[src/rtl/demux_dist.sv]
// 1-to-4 buffered demultiplexer: each lane is a 2-entry FIFO with a valid/ready handshake.
// Define DEMUX_DIST_BCAST_EN to add in_bcast, which pushes one word into all four lanes.
module demux_dist #(
  parameter int WIDTH = 4
) (
  input  logic             clk,
  input  logic             rst,
  input  logic [WIDTH-1:0] in_data,
  input  logic [1:0]       in_sel,
  input  logic             in_valid,
`ifdef DEMUX_DIST_BCAST_EN
  input  logic             in_bcast,
`endif
  output logic             in_ready,
  output logic [WIDTH-1:0] out0_data,
  output logic [WIDTH-1:0] out1_data,
  output logic [WIDTH-1:0] out2_data,
  output logic [WIDTH-1:0] out3_data,
  output logic [3:0]       out_valid,
  input  logic [3:0]       out_ready,
  output logic [7:0]       lane_count
);

  logic [WIDTH-1:0] mem [4][2];
  logic [1:0]       count [4];
  logic [3:0]       wptr;
  logic [3:0]       rptr;
  logic [3:0]       lane_ok;
  logic [3:0]       push;
  logic [3:0]       pop;
  logic             bcast;

`ifdef DEMUX_DIST_BCAST_EN
  assign bcast = in_bcast;
`else
  assign bcast = 1'b0;
`endif

  // A full lane can still accept when its head leaves in the same cycle.
  always_comb begin
    lane_ok   = '0;
    out_valid = '0;
    pop       = '0;
    push      = '0;
    for (int n = 0; n < 4; n++) begin
      lane_ok[n]   = (count[n] != 2'd2) || out_ready[n];
      out_valid[n] = (count[n] != 2'd0);
      pop[n]       = out_valid[n] && out_ready[n];
    end
    in_ready = bcast ? (&lane_ok) : lane_ok[in_sel];
    for (int n = 0; n < 4; n++) begin
      push[n] = in_valid && in_ready && (bcast || (in_sel == n[1:0]));
    end
  end

  always_ff @(posedge clk) begin
    if (rst) begin
      wptr <= '0;
      rptr <= '0;
      for (int n = 0; n < 4; n++) begin
        count[n]  <= '0;
        mem[n][0] <= '0;
        mem[n][1] <= '0;
      end
    end else begin
      for (int n = 0; n < 4; n++) begin
        if (push[n]) begin
          mem[n][wptr[n]] <= in_data;
          wptr[n]         <= ~wptr[n];
        end
        if (pop[n]) begin
          rptr[n] <= ~rptr[n];
        end
        case ({push[n], pop[n]})
          2'b10:   count[n] <= count[n] + 2'd1;
          2'b01:   count[n] <= count[n] - 2'd1;
          default: count[n] <= count[n];
        endcase
      end
    end
  end

  // Head is always read from storage, so a push into an empty lane shows up one cycle later.
  assign out0_data  = mem[0][rptr[0]];
  assign out1_data  = mem[1][rptr[1]];
  assign out2_data  = mem[2][rptr[2]];
  assign out3_data  = mem[3][rptr[3]];
  assign lane_count = {count[3], count[2], count[1], count[0]};

endmodule
[config.mk]
export PLATFORM = sky130hd
export DESIGN_NAME = demux_dist
export DESIGN_NICKNAME = d
export VERILOG_FILES = /design/src/rtl/demux_dist.sv
export SDC_FILE = /design/constraint.sdc
export NUM_CORES = 1
export LEC_CHECK = 0
export ABC_AREA = 1
export CAP_MARGIN = 20
export CORE_MARGIN = 10
export CORE_UTILIZATION = 48
export DETAILED_ROUTE_END_ITERATION = 10
export PLACE_DENSITY = 0.76
export SLEW_MARGIN = 5
export SYNTH_ARGS = -nofsm -noshare
export SYNTH_HDL_FRONTEND = slang
export SYNTH_SLANG_ARGS = --single-unit
[constraint.sdc]
create_clock -name clk -period 2.5 [get_ports clk]
set_clock_uncertainty 0.2 [all_clocks]
set_input_delay 0.5 -clock clk [delete_from_list [all_inputs] [get_ports clk]]
set_output_delay 0.5 -clock clk [all_outputs]
set_load 0.01 [all_outputs]
# Word level (Yosys, flattened, before mapping)

Memory sizes are Yosys's and may differ from the RTL's.
Cells that the tools add are included.

Mux-type cells: 116
$lt $le $gt $ge: 13
Multiply operators: 0
Add/sub/neg operators: 8
Reductions and logical operators: 26
Shift operators: 0
Divide/modulo/power cells: 0
Eq/ne operators: 15
Bitwise operators: 60

Operators by type and width:

| operator                                                    | number |
|---|---|
| 2-to-1 mux 1 bit                                            | 79 |
| 2-to-1 mux 4 bit                                            | 16 |
| bitwise OR 1 bit                                            | 44 |
| 2-to-1 mux 8 bit                                            | 4 |
| 2-to-1 mux 2 bit                                            | 12 |
| demux 4 bit (select 1 bit)                                  | 4 |
| greater-or-equal comparator 2 bit (second input constant)   | 8 |
| NOT 1 -> 2 bit                                              | 8 |
| logical AND 1 bit                                           | 13 |
| == test 2 bit (second input constant)                       | 6 |
| == test 2 x 1 -> 1 bit (second input constant)              | 5 |
| adder 2 x 1 -> 2 bit (second input constant)                | 4 |
| less-than comparator 2 x 1 -> 1 bit (second input constant) | 4 |
| inequality test 2 bit (second input constant)               | 4 |
| NOT 1 bit                                                   | 8 |
| nonzero test 2 bit                                          | 4 |
| OR reduction 2 bit                                          | 4 |
| subtractor 2 x 1 -> 2 bit (second input constant)           | 4 |
| logical OR 1 bit                                            | 4 |
| less-than comparator 2 x 3 -> 1 bit (second input constant) | 1 |
| binary-select mux 1 bit (select 2 bit)                      | 1 |
| logical NOT 2 bit                                           | 1 |

Bits in registers: 8
ROM bits: 0
Memories kept: 2
RAM bits: 40
Bits in latches: 0

Memory list:

| name  | words | width | rd ports | clocked after memory_dff | wr ports | line | text |
|---|---|---|---|---|---|---|---|
| mem   | 4     | 8     | 4        | 0                        | 4        | 24   | `logic [WIDTH-1:0] mem [4][2];` |
| count | 4     | 2     | 4        | 0                        | 4        | 25   | `logic [1:0] count [4];` |

# Logic depth before layout (Yosys ltp)

An unclocked memory read counts as a cell.

Word-level depth: 14
Mapped depth: 12

# Least setup slack after synthesis

OpenSTA, ideal clock, no wires.

Path kind: reg2reg
Start point: memory count[3][0]
End point: memory count[0][1], data pin
Period minus slack after synthesis: 2.531 ns
Slack: -0.031 ns
Path buffers: 0
Data arrival time: 2.075 ns
Data required time: 2.044 ns
Stages on the path, launching flop included: 13
Cell sequence: edfxtp_1 > inv_1 > ha_1 > nand3_2 > nand2_4 > nor2_8 > nand2_4 > nor2_8 > inv_1 > ha_1 > o31ai_1 > o21bai_1 > a21oi_1

RTL lines:

| item            | line |
|---|---|
| start, declared | 25 |

==> results.sh <==
export IMPL_postCtsHoldBufs=0
export IMPL_period_needed_ns=2.429
export IMPL_ant_nets=0
export IMPL_ys_warn_count=0
export IMPL_post_cts_setup_buffers=0
export IMPL_cp_data_arrival_time_ns=2.29
export IMPL_initial_core_util_pct=49.76
export IMPL_hold_viol=0
export IMPL_path_clk_slew_ns=0.09
export IMPL_fin_ws_ns=0.07123
export IMPL_cellLeakagePower_uw=0.001545
export IMPL_synthMuxAreaShare_pct=0
export IMPL_syn_cell_area_um2=2541
export IMPL_cp_max_fo=5
export IMPL_endpoint_kind="flip-flop"
export IMPL_clk_latency_ns=0.30
export IMPL_avgViaCountPerCell=4.647
export IMPL_areaGrowthSynthToFinish_pct=34.52
export IMPL_grt_pass1_vias=2118
export IMPL_tns_ns=0
export IMPL_gp_congestion=0.7785
export IMPL_r2r_end="count[0][1]"
export IMPL_drtIter0Drc=91
export IMPL_cts_sinks=48
export IMPL_drive_gt1_share_pct=22.80
export IMPL_synth_top_family_by_area="simple AND/OR/NAND/NOR gates"
export IMPL_setup_viol=0
export IMPL_synth_fa_ha_area_share_pct=4.924
export IMPL_die_h_um=92.76
export IMPL_syn_inst=289
export IMPL_post_route_period_util_pct=97.15
export IMPL_cts_made_buffers=5
export IMPL_rr_startpoint="count[3][0]"
export IMPL_drtPass1Iterations=4
export IMPL_num_fill_cells=419
export IMPL_run_status="completed"
export IMPL_instances_no_fill=434
export IMPL_num_io_pins=42
export IMPL_stdcell_area_um2=3418
export IMPL_synth_compound_area_share_pct=7.582
export IMPL_core_area_um2=5107
export IMPL_ys_seq_area_share_pct=48.84
export IMPL_dp_cells=426
export IMPL_synth_seq_cells=48
export IMPL_place_ws_ns=-0.5448
export IMPL_htreeDepth=2
export IMPL_wire_per_inst_um=12.79
export IMPL_dpl_hpwl_um=4354
export IMPL_synthXorXnorAreaFrac_pct=0.6893
export IMPL_io_buffers=41
export IMPL_peakVddDrop_v=0.0003359
export IMPL_drc_errors=0
export IMPL_hold_end="mem[3][0]"
export IMPL_clock_path_buffers=2
export IMPL_dieArea_um2=8604
export IMPL_core_rowCount=26
export IMPL_r2r_cells=12
export IMPL_fin_nets=386
export IMPL_globalRouteOverflowTotal=0
export IMPL_r2r_setup_slack_ns=0.13
export IMPL_synth_cell_types=29
export IMPL_antenna_found_initial=0
export IMPL_synthSimpleGateAreaFrac_pct=31.07
export IMPL_power_density_nw_per_um2=592.6
export IMPL_tightestPinTransition_ns=0.3233
export IMPL_routed_wl_um=5553
export IMPL_fmax_mhz=411.7
export IMPL_grt_max_degree=17
export IMPL_die_x_um=92.76
export IMPL_syn_area_per_cell_um2=8.793
export IMPL_synth_fp_nets=312
export IMPL_holdCritStartpoint="mem[3][0]"
export IMPL_final_max_slew_viol_count=0
export IMPL_path_class="input port to flip-flop"
export IMPL_cts_tree="built"
export IMPL_track_usage_pct=13.16
export IMPL_grt_first_pass_wirelength_um=9294
export IMPL_worstPathRequired_ns=2.36
export IMPL_via_count=2017
export IMPL_maxCapViolCount=0
export IMPL_num_antenna_cells=0
export IMPL_worstHoldPathType="flip-flop to flip-flop"
export IMPL_cp_start_kind="input port"
export IMPL_cts_root_buf="clkbuf_8"
export IMPL_place_area_um2=3256
export IMPL_rsz0062_at_grt="yes"
export IMPL_slew_headroom_pct=78.28
export IMPL_min_path_cells=2
-- layout make-up --
type / count / area (um2) / share of cell area [%]
sequential: 48 / 1241 / 36.31
tap: 70 / 87.58 / 2.562
clock buffer: 5 / 68.82 / 2.013
inverter: 41 / 153.9 / 4.502
multi-input combinational: 195 / 1177 / 34.44
clock inverter: 3 / 47.55 / 1.391
timing repair buffer: 72 / 641.9 / 18.78
-- worst max-delay path by stage --
stage | from | endpoint | slack [ns] | cells after the start
after floorplan | count[3][0] | count[0][1] | 0.04 | 12
after global placement | in_sel[1] | count[1][1] | -0.36 | 11
after detailed placement | in_sel[0] | count[1][1] | -0.54 | 12
after CTS | out_ready[1] | count[1][1] | 0.04 | 10
after global routing | out_ready[2] | count[0][1] | -0.02 | 12
final | out_ready[3] | count[0][1] | 0.07 | 12
-- state kept, by name, indices dropped and copies added, names as in the netlist --
signal	count
count	8
mem	32
wptr	4
rptr	4
-- cells by family (layout without fill, tap and decap cells) --
logic type      count (synthesis)  in the layout
buf+inv                        46            121
fa+ha+maj                      10             10
xor+xnor                        2              2
flops                          48             48
compound gates                 34             34
simple gates                  149            149
-- layout by cell type (no fill, tap or decap), drive strengths merged, types with 4 or more instances in the layout --
cell type | Yosys | layout
clkdlybuf4s50 | 0 | 37
nor2 | 44 | 44
nand4 | 4 | 4
dfxtp | 20 | 20
buf | 2 | 31
o21ai | 18 | 18
inv | 40 | 40
a21oi | 13 | 13
edfxtp | 28 | 28
nand3 | 13 | 13
clkbuf | 3 | 5
nand2 | 82 | 82
ha | 10 | 10
-- cells in the mapped netlist --
cell,count,area share (%)
nand4_1,2,0.49
nand3_2,4,1.6
nor2_1,30,4.4
clkbuf_1,3,0.44
o21ai_1,1,0.20
o21bai_1,1,0.30
dfxtp_1,20,16
clkinv_1,1,0.15
a211oi_1,1,0.30
inv_2,1,0.15
edfxtp_1,28,33
nor3_1,2,0.39
nor2_2,11,2.7
a21oi_1,13,2.6
or2_2,3,0.74
nand3b_2,1,0.44
xor2_1,2,0.69
o21ai_2,4,1.4
nand3_1,6,1.2
o21ai_0,13,2.6
nand3_4,3,2.1
nand2_1,79,12
o31ai_1,1,0.30
ha_1,10,4.9
nand4_4,2,1.7
buf_2,2,0.39
nor2_8,3,2.4
inv_1,39,5.8
nand2_4,3,1.3
-- routing by layer --
layer  part of all wire, %  up-vias  track usage [%]
met4                   1.2        0            4.884
met3                   4.3        6            3.471
met2                    55       29            25.00
met5                     0        -                0
met1                    39      913            13.36
li1                      -     1069                -
-- stage by stage --
step                hold WS, ns  total power (uW)  utilization (%)
finish                   0.2851              2026            66.93
global route             0.3086              2133            66.93
CTS                      0.2815              2020            66.00
detailed placement       0.2621              1462            63.74
global placement         0.2467              1445            63.74
floorplan                0.2411              1203                -
-- critical path: stages --
cell,delay (ns)
clkdlybuf4s50_1,0.45
inv_1,0.05
nand3_2,0.09
nand2_4,0.07
nor2_8,0.15
nand2_4,0.08
nor2_8,0.10
inv_2,0.05
ha_4,0.25
o31ai_4,0.29
o21bai_1,0.15
a21oi_1,0.05
-- what timing repair did --
action | in CTS | in global routing
pin swaps | 0 | 3
resized for setup | 6 | 10
setup endpoints to repair | 14 | 10
-- where the power goes --
group	switching, uW	total [uW]	internal, uW	leakage (uW)
registers	39.9	940	900	0.000453
clock network	261	562	301	0.0000583
logic	267	524	257	0.00103
total	567	2030	1460	0.00155
(Power assumes the default switching activity.)
